File: src/rtl/cpu_executor_if.sv
// ============================================================================
// Module      : cpu_executor_if
// Description : Sequencer, RAM and output-port signals of the CPU executor.
// Revision    : 1.0 - initial release
// ============================================================================
`default_nettype none

interface cpu_executor_if #(
    parameter int DATA_W = 8
);
    logic [3:0]        state;
    logic [3:0]        opcode;
    logic [DATA_W-1:0] mem_rdata;
    logic [DATA_W-1:0] mem_addr;
    logic [DATA_W-1:0] mem_wdata;
    logic              mem_we;
    logic [DATA_W-1:0] out_data;
    logic              out_valid;
    logic              halted;
    logic              reset_cycle;

    // Sequencer / RAM / environment side
    modport master (
        output state, mem_rdata,
        input  opcode, mem_addr, mem_wdata, mem_we,
        input  out_data, out_valid, halted, reset_cycle
    );

    // Executor side
    modport slave (
        input  state, mem_rdata,
        output opcode, mem_addr, mem_wdata, mem_we,
        output out_data, out_valid, halted, reset_cycle
    );
endinterface

`default_nettype wire

File: src/rtl/cpu_executor.sv
// ============================================================================
// Module      : cpu_executor
// Description : Executes sequencer state codes on PC/IR/MAR/A/B/Z registers.
// Revision    : 1.0 - initial release
// ============================================================================
`default_nettype none

module cpu_executor #(
    parameter int                DATA_W   = 8,
    parameter logic [DATA_W-1:0] PC_RESET = '0
) (
    input  wire          clk,
    input  wire          reset,
    cpu_executor_if.slave bus
);
    localparam logic [3:0] c_ST_NEXT       = 4'd0;
    localparam logic [3:0] c_ST_FETCH_PC   = 4'd1;
    localparam logic [3:0] c_ST_FETCH_INST = 4'd2;
    localparam logic [3:0] c_ST_HALT       = 4'd3;
    localparam logic [3:0] c_ST_JUMP       = 4'd4;
    localparam logic [3:0] c_ST_OUT_A      = 4'd5;
    localparam logic [3:0] c_ST_LOAD_ADDR  = 4'd6;
    localparam logic [3:0] c_ST_RAM_A      = 4'd7;
    localparam logic [3:0] c_ST_RAM_B      = 4'd8;
    localparam logic [3:0] c_ST_ALU_OP     = 4'd9;
    localparam logic [3:0] c_ST_STORE_A    = 4'd10;

    localparam logic [3:0] c_OP_ADD = 4'd2;
    localparam logic [3:0] c_OP_SUB = 4'd3;
    localparam logic [3:0] c_OP_JMP = 4'd6;
    localparam logic [3:0] c_OP_JEZ = 4'd7;
    localparam logic [3:0] c_OP_JNZ = 4'd8;

    logic [DATA_W-1:0] r_pc;
    logic [DATA_W-1:0] r_mar;
    logic [DATA_W-1:0] r_a;
    logic [DATA_W-1:0] r_b;
    logic [DATA_W-1:0] r_out_data;
    logic [3:0]        r_ir;
    logic              r_z;
    logic              r_mem_we;
    logic              r_out_valid;
    logic              r_halted;
    logic              r_reset_cycle;

    logic [DATA_W-1:0] w_alu_res;
    logic              w_alu_en;
    logic              w_jump_take;

    always_comb begin
        w_alu_res = r_a;
        w_alu_en  = 1'b0;
        case (r_ir)
            c_OP_ADD: begin
                w_alu_res = r_a + r_b;
                w_alu_en  = 1'b1;
            end
            c_OP_SUB: begin
                w_alu_res = r_a - r_b;
                w_alu_en  = 1'b1;
            end
            default: ;
        endcase
    end

    always_comb begin
        w_jump_take = 1'b0;
        case (r_ir)
            c_OP_JMP: w_jump_take = 1'b1;
            c_OP_JEZ: w_jump_take = r_z;
            c_OP_JNZ: w_jump_take = ~r_z;
            default:  ;
        endcase
    end

    always_ff @(posedge clk or posedge reset) begin
        if (reset) begin
            r_pc          <= PC_RESET;
            r_mar         <= '0;
            r_a           <= '0;
            r_b           <= '0;
            r_out_data    <= '0;
            r_ir          <= '0;
            r_z           <= 1'b0;
            r_mem_we      <= 1'b0;
            r_out_valid   <= 1'b0;
            r_halted      <= 1'b0;
            r_reset_cycle <= 1'b0;
        end else begin
            // Strobes are single-cycle unless re-triggered below
            r_mem_we      <= 1'b0;
            r_out_valid   <= 1'b0;
            r_reset_cycle <= 1'b0;
            if (!r_halted) begin
                case (bus.state)
                    c_ST_NEXT:       r_reset_cycle <= 1'b1;
                    c_ST_FETCH_PC: begin
                        r_mar <= r_pc;
                        r_pc  <= r_pc + 1'b1;
                    end
                    c_ST_FETCH_INST: r_ir <= bus.mem_rdata[7:4];
                    c_ST_HALT:       r_halted <= 1'b1;
                    c_ST_JUMP: begin
                        if (w_jump_take) begin
                            r_pc <= bus.mem_rdata;
                        end
                    end
                    c_ST_OUT_A: begin
                        r_out_data  <= r_a;
                        r_out_valid <= 1'b1;
                    end
                    c_ST_LOAD_ADDR:  r_mar <= bus.mem_rdata;
                    c_ST_RAM_A: begin
                        r_a <= bus.mem_rdata;
                        r_z <= (bus.mem_rdata == '0);
                    end
                    c_ST_RAM_B:      r_b <= bus.mem_rdata;
                    c_ST_ALU_OP: begin
                        if (w_alu_en) begin
                            r_a <= w_alu_res;
                            r_z <= (w_alu_res == '0);
                        end
                    end
                    c_ST_STORE_A:    r_mem_we <= 1'b1;
                    default:         ;
                endcase
            end
        end
    end

    assign bus.opcode      = r_ir;
    assign bus.mem_addr    = r_mar;
    assign bus.mem_wdata   = r_a;
    assign bus.mem_we      = r_mem_we;
    assign bus.out_data    = r_out_data;
    assign bus.out_valid   = r_out_valid;
    assign bus.halted      = r_halted;
    assign bus.reset_cycle = r_reset_cycle;

endmodule

`default_nettype wire

File: src/flat_wrapper.sv
// flat-port wrapper written by rule: the top's interface ports become plain ports
module cpu_executor_flat 
#(
    parameter int                DATA_W   = 8,
    parameter logic [DATA_W-1:0] PC_RESET = '0
)
  (clk, reset, bus_state, bus_mem_rdata, bus_opcode, bus_mem_addr, bus_mem_wdata, bus_mem_we, bus_out_data, bus_out_valid, bus_halted, bus_reset_cycle);
  cpu_executor_if #(.DATA_W(DATA_W)) bus_i ();
  input  wire clk;
  input  wire reset;
  input wire logic [$bits(bus_i.state)-1:0] bus_state;
  input wire logic [$bits(bus_i.mem_rdata)-1:0] bus_mem_rdata;
  output wire logic [$bits(bus_i.opcode)-1:0] bus_opcode;
  output wire logic [$bits(bus_i.mem_addr)-1:0] bus_mem_addr;
  output wire logic [$bits(bus_i.mem_wdata)-1:0] bus_mem_wdata;
  output wire logic [$bits(bus_i.mem_we)-1:0] bus_mem_we;
  output wire logic [$bits(bus_i.out_data)-1:0] bus_out_data;
  output wire logic [$bits(bus_i.out_valid)-1:0] bus_out_valid;
  output wire logic [$bits(bus_i.halted)-1:0] bus_halted;
  output wire logic [$bits(bus_i.reset_cycle)-1:0] bus_reset_cycle;
  assign bus_i.state = bus_state;
  assign bus_i.mem_rdata = bus_mem_rdata;
  assign bus_opcode = bus_i.opcode;
  assign bus_mem_addr = bus_i.mem_addr;
  assign bus_mem_wdata = bus_i.mem_wdata;
  assign bus_mem_we = bus_i.mem_we;
  assign bus_out_data = bus_i.out_data;
  assign bus_out_valid = bus_i.out_valid;
  assign bus_halted = bus_i.halted;
  assign bus_reset_cycle = bus_i.reset_cycle;
  cpu_executor #(.DATA_W(DATA_W), .PC_RESET(PC_RESET)) u_core (.clk(clk), .reset(reset), .bus(bus_i));
endmodule
File: config.mk
export PLATFORM = sky130hd
export DESIGN_NAME = cpu_executor_flat
export DESIGN_NICKNAME = d
export VERILOG_FILES = /design/src/rtl/cpu_executor_if.sv /design/src/rtl/cpu_executor.sv /design/src/flat_wrapper.sv
export SDC_FILE = /design/constraint.sdc
export NUM_CORES = 1
export LEC_CHECK = 0
export ABC_AREA = 1
export BUFFER_PORTS_ARGS = -buffer_cell sky130_fd_sc_hd__buf_4
export CORE_ASPECT_RATIO = 0.9
export CORE_MARGIN = 1.5
export CORE_UTILIZATION = 60
export DETAILED_ROUTE_END_ITERATION = 12
export PLACE_DENSITY = 0.79
export SLEW_MARGIN = 5
export SYNTH_ARGS = -nofsm -noshare
export SYNTH_HDL_FRONTEND = slang
export SYNTH_SLANG_ARGS = --single-unit
File: constraint.sdc
create_clock -name clk -period 5.3 [get_ports clk]
set_input_delay 0.265 -clock clk [delete_from_list [all_inputs] [get_ports clk]]
set_output_delay 0.265 -clock clk [all_outputs]
set_load 0.005 [all_outputs]
* After elaboration in Yosys (flattened, before gate mapping)
Index checks and enable logic that the tools add are counted.
** Storage, ports and cells
- Register bits :: 49
- Output and inout bits :: 32
- Word-level logic and storage cells :: 64
** Operators by class
- $add $sub $neg :: 3
- Eq/ne operators :: 17
- Mux-type cells :: 18
- Bitwise operators :: 2
- Reductions and logical operators :: 13
** Operators with widths (count)
- 8-bit one-hot mux with 2 select lines :: 4
- 4-bit by 3-bit equality test with 1-bit output, second input constant :: 6
- 4-bit by 2-bit equality test with 1-bit output, second input constant :: 4
- 4-bit equality test, second input constant :: 4
- 8-bit logical NOT :: 2
- 8-bit two-way mux :: 2
- 1-bit two-way mux :: 10
- 8-bit by 1-bit adder with 8-bit output, second input constant :: 1
- 8-bit adder :: 1
- 2-bit AND reduction :: 4
- 8-bit subtractor :: 1
- 3-bit AND reduction :: 2
- 2-bit nonzero test :: 3
- 4-bit by 1-bit equality test with 1-bit output, second input constant :: 1
- 4-bit logical NOT :: 1
- 2-bit by 1-bit inequality test with 1-bit output, second input constant :: 2
- 1-bit one-hot mux with 3 select lines :: 1
- 1-bit NOT :: 2
- 1-bit one-hot mux with 2 select lines :: 1
- 2-bit OR reduction :: 1

* Logic depth before layout (Yosys ltp)
- Depth in word-level cells :: 5
- Depth in mapped cells :: 21
- Gate-level depth less buffers :: 21

* Least setup slack after synthesis
Ideal clock, no wire load.
- Kind :: flip-flop to flip-flop
- From :: register u_core.r_ir[1] (netlist: u_core.bus.opcode[1])
- To :: register u_core.r_a[7] (netlist: u_core.bus.mem_wdata[7])
- Arrival :: 2.229 ns
- Data required time :: 5.177 ns
- Setup slack :: 2.948 ns
- Cell stages (with the launch flop) :: 17
- Clock period less this slack :: 2.352 ns
- Cells stage by stage :: dfrtp_1 > nand3_1 > inv_1 > or2_2 > xnor2_1 > inv_1 > ha_1 > nand2_1 > nand2_1 > a21oi_1 > nand2_1 > nand3_1 > nand3_1 > nand2_1 > nand2_1 > o21ai_0 > nand2_1
** Between the ends
- Word-level cells in the longest chain between the ends :: 5
- Elaborated cells between the ends (all ways) :: 9
- Classes of those cells :: eq/ne (3); mux (4); reduce/logical (2)
** RTL lines
- from (decl) :: line cpu_executor.sv:39 : logic [3:0] r_ir;
- from (signal assigned) :: line cpu_executor.sv:101 : c_ST_FETCH_INST: r_ir <= bus.mem_rdata[7:4];
- 4-bit by 2-bit equality test with 1-bit output :: line cpu_executor.sv:53 : case (r_ir)
- 2-bit OR reduction (no line)
- 1-bit two-way mux :: line cpu_executor.sv:53
- 2-bit by 1-bit inequality test with 1-bit output (no line)
- 3-bit AND reduction (no line)
- to (signal assigned) :: line cpu_executor.sv:114 : r_a <= bus.mem_rdata;
- to (signal assigned) :: line cpu_executor.sv:120 : r_a <= w_alu_res;
- to (decl) :: line cpu_executor.sv:36 : logic [DATA_W-1:0] r_a;
Several ways; a longest one is shown, not always the timed one. The select of a mux whose other input is x is not followed.
A chain may end at the register's enable or synchronous reset.

* Worst setup path after layout
Ends and elaborated chain as after synthesis.

==> flow_summary.yaml <==
run_status:
  status: "finished, final reports clean"
worst_hold_path:
  min_path_cells: 2
  hp-class: "in -> reg"
  hp-start: "bus_state[2]"
  hold_end: "u_core.bus.reset_cycle"
routing:
  first_pass_iters: 4
  avgRoutedWirePerCell_um: 14.5
  dr_total_vias: 2808
  via_per_inst: 5.51
  routed_wl_um: 7400
  dr.first_iter.drc_count: 268
  ant_nets: 0
  drcViolationCount: 0
timing:
  post-route-period-util: 0.501
  tightest_slew_ns: 1.01
  finalSetupViolCount: 0
  finalHoldViolCount: 0
  skew_ns: 0.0109
  max_freq_ghz: 0.376
  relSlewSlack: 0.328
  slew_viol_final: 0
  final.setup.tns_ns: 0
  rsz0062_at_grt: "no"
  post-route-min-period_ns: 2.66
worst_setup_path:
  endpoint_kind: "register"
  reg2reg_slack_ns: 2.64
  reg2reg_depth: 16
  crit_slowest_cell: "dfrtp_1"
  crit_path_start_kind: "register"
  cp_top_family: "simple AND/OR/NAND/NOR gates"
  worstPathCellList: "nand3_1 > inv_1 > or2_2 > xnor2_1 > inv_1 > ha_1 > nand2_1 > nand2_1 > a21oi_1 > nand2_1 > nand3_1 > nand3_1 > nand2_1 > nand2_1 > o21ai_0 > nand2_1"
  timing.rr.start: "u_core.bus.opcode[1]"
  r2r-end: "u_core.bus.mem_wdata[7]"
  required_ns: 5.48
  crit_top_cell: "nand2_1"
  crit_path_max_incr_delay_ns: 0.48
  worstPathBufferInverterCount: 2
  crit_arrival_ns: 2.84
  worstSetupPathType: "reg -> reg"
  crit_fanout: 6
yosys:
  synthCells: 399
  netlist.area_leader.share: 0.403
  yosysWarningCount: 0
  synth_area_leaders: "dfrtp_1 (40%), nand2_1 (13%), inv_1 (6.1%)"
  synth-seq-cells: 49
  yosys.area.top_type: "dfrtp_1"
  synth_cell_type_count: 37
  syn_avg_cell_area_um2: 7.62
  seq_area_frac_synth: 0.403
  syn-num-nets: 423
  synthesis.area_um2: 3040
finish:
  area_growth_pct: 15.6
  antenna_cells: 0
  multiInputGateArea_um2: 1540
  fin_nets: 468
  final_cell_area_um2: 3510
  seq_area_um2: 1230
  drive_gt1_frac: 0.184
  fillers: 408
clock_tree:
  cts_tree: "done"
  cts_buffer_depth: 2
  htreeDepth: 2
  cts_sinks: 49
  clkSlewWorstSetupHoldPaths_ns: 0.09
  cts_hold_buf: 0
  cts_buffers: 5
  cts.repair.resized: 0
  cts_root_buffer: "clkbuf_8"
  clk_latency_ns: 0.30
  cts_setup_buffers: 0
flow_run:
  drv_cap: 0
die:
  die_w_um: 78.0
  rows: 24
  die_area_um2: 5500
  core_area_um2: 4860
  die_h_um: 70.5
  initial_core_util: 0.625
  io_pins: 46
grt:
  gr-total-overflow: 0
  grt_pass1_wl_um: 12600
  track_usage: 0.292
  grt_max_degree: 50
  grt_pass1_vias: 2544
  antenna_found_initial: 0
pwr:
  ir_drop_uv: 205
  power.density_nw_per_um2: 202
  leakage_nw: 1.83
placed_design:
  place.gp.congestion: 0.945
  post_dp_cell_area_um2: 3400
  port_buffers: 45
  detailed_place_hpwl_um: 5740
## metrics by stage
step	total power, mW	utilization	instances	setup WS (ns)	hold WS, ns
final	0.709	0.722	510	2.64	0.142
after global routing	0.734	0.722	510	2.34	0.131
after detailed placement	0.451	0.700	502	2.70	0.455
after global placement	0.450	0.700	502	2.74	0.455
after CTS	0.710	0.722	510	2.68	0.138
after floorplan	0.425	-	399	2.95	0.337
## final cells by class
| cell class | instances | area share |
|---|---|---|
| flip-flops and latches | 49 | 0.349 |
| well taps | 65 | 0.0231 |
| multi-input cells | 285 | 0.438 |
| clock buffers | 6 | 0.0206 |
| clock inverters | 2 | 0.0110 |
| repair buffers | 45 | 0.0961 |
| inverters | 58 | 0.0627 |
## layout by cell type (no fill, tap or decap), types with 2 or more instances in the layout
master / instances
buf_4: 45
a31oi_1: 7
o21ai_1: 6
nor4_1: 3
nand4_1: 6
xnor2_1: 5
a31oi_2: 2
xor2_1: 5
nand3_1: 31
nand2_4: 4
nor2_1: 29
inv_1: 48
dfrtp_1: 49
a21oi_1: 17
clkbuf_8: 5
nor2_4: 2
o21ai_0: 28
a2bb2oi_1: 2
nor2_2: 5
inv_2: 9
nor3_1: 2
ha_1: 9
o211ai_1: 2
o22ai_1: 2
a21oi_4: 2
nand2_1: 108
## where the power goes
part           internal (mW)  switching, mW  total [mW]  leakage [nW]
clock                  0.142          0.123       0.265        0.0554
sequential             0.380        0.00556       0.386         0.627
combinational         0.0210         0.0371      0.0582          1.15
total                  0.543          0.166       0.709          1.83
## state kept, by name, summed over array words and instances (netlist names), 4 cells and up
name / cells
u_core.r_pc: 8
u_core.r_b: 8
u_core.bus.opcode: 4
u_core.bus.mem_addr: 8
u_core.bus.out_data: 8
u_core.bus.mem_wdata: 8
## worst register-to-register path, delay by kind of cell (launching register included)
family / cells / cell delay (ns)
buf+inv: 2 / 0.16
compound gates: 2 / 0.27
simple gates: 10 / 1.15
xor+xnor: 1 / 0.13
fa+ha+maj: 1 / 0.34
flops: 1 / 0.48
## how the worst max path moves through the flow
stage / from / to / slack [ns] / depth (start not counted)
2_1_floorplan: u_core.bus.opcode[1] / u_core.bus.mem_wdata[7] / 2.95 / 16
3_3_place_gp: u_core.r_b[0] / u_core.bus.mem_wdata[7] / 2.74 / 18
3_5_place_dp: u_core.bus.opcode[1] / u_core.bus.mem_wdata[7] / 2.70 / 16
4_1_cts: u_core.bus.opcode[1] / u_core.bus.mem_wdata[7] / 2.68 / 16
5_1_grt: u_core.bus.opcode[3] / u_core.r_z / 2.34 / 19
6_report: u_core.bus.opcode[1] / u_core.bus.mem_wdata[7] / 2.64 / 16
## synth_stat cells, drive strengths merged
cell,number
dfrtp,49
nand2,113
nand3,32
a22oi,1
nor4,3
nor3,3
nand4,6
o22ai,2
o21ai,34
buf,6
or2,1
xor2,5
a31oi,9
a2bb2oi,2
ha,9
o31ai,1
inv,58
fa,1
a21oi,19
o211ai,2
nor2,37
xnor2,5
clkbuf,1
## logic make-up (layout without fill, tap and decap cells)
family,count (synthesis),after routing,synth area share
AOI/OAI and AO/OA,70,70,0.137
xor gates and xnor gates,10,10,0.0288
adders and majority gates,10,10,0.0436
buffers and inverters,65,111,0.0906
DFF,49,49,0.403
and+or+nand+nor,195,195,0.296
## routing by layer
layer / GRT usage / up-vias / share of wire
li1: - / 1395 / -
met1: 0.466 / 1288 / 0.47
met2: 0.417 / 115 / 0.43
met3: 0.0431 / 10 / 0.081
met4: 0.0714 / 0 / 0.014
met5: 0 / - / 0
No activity file was read; power rests on OpenSTA's default activity.
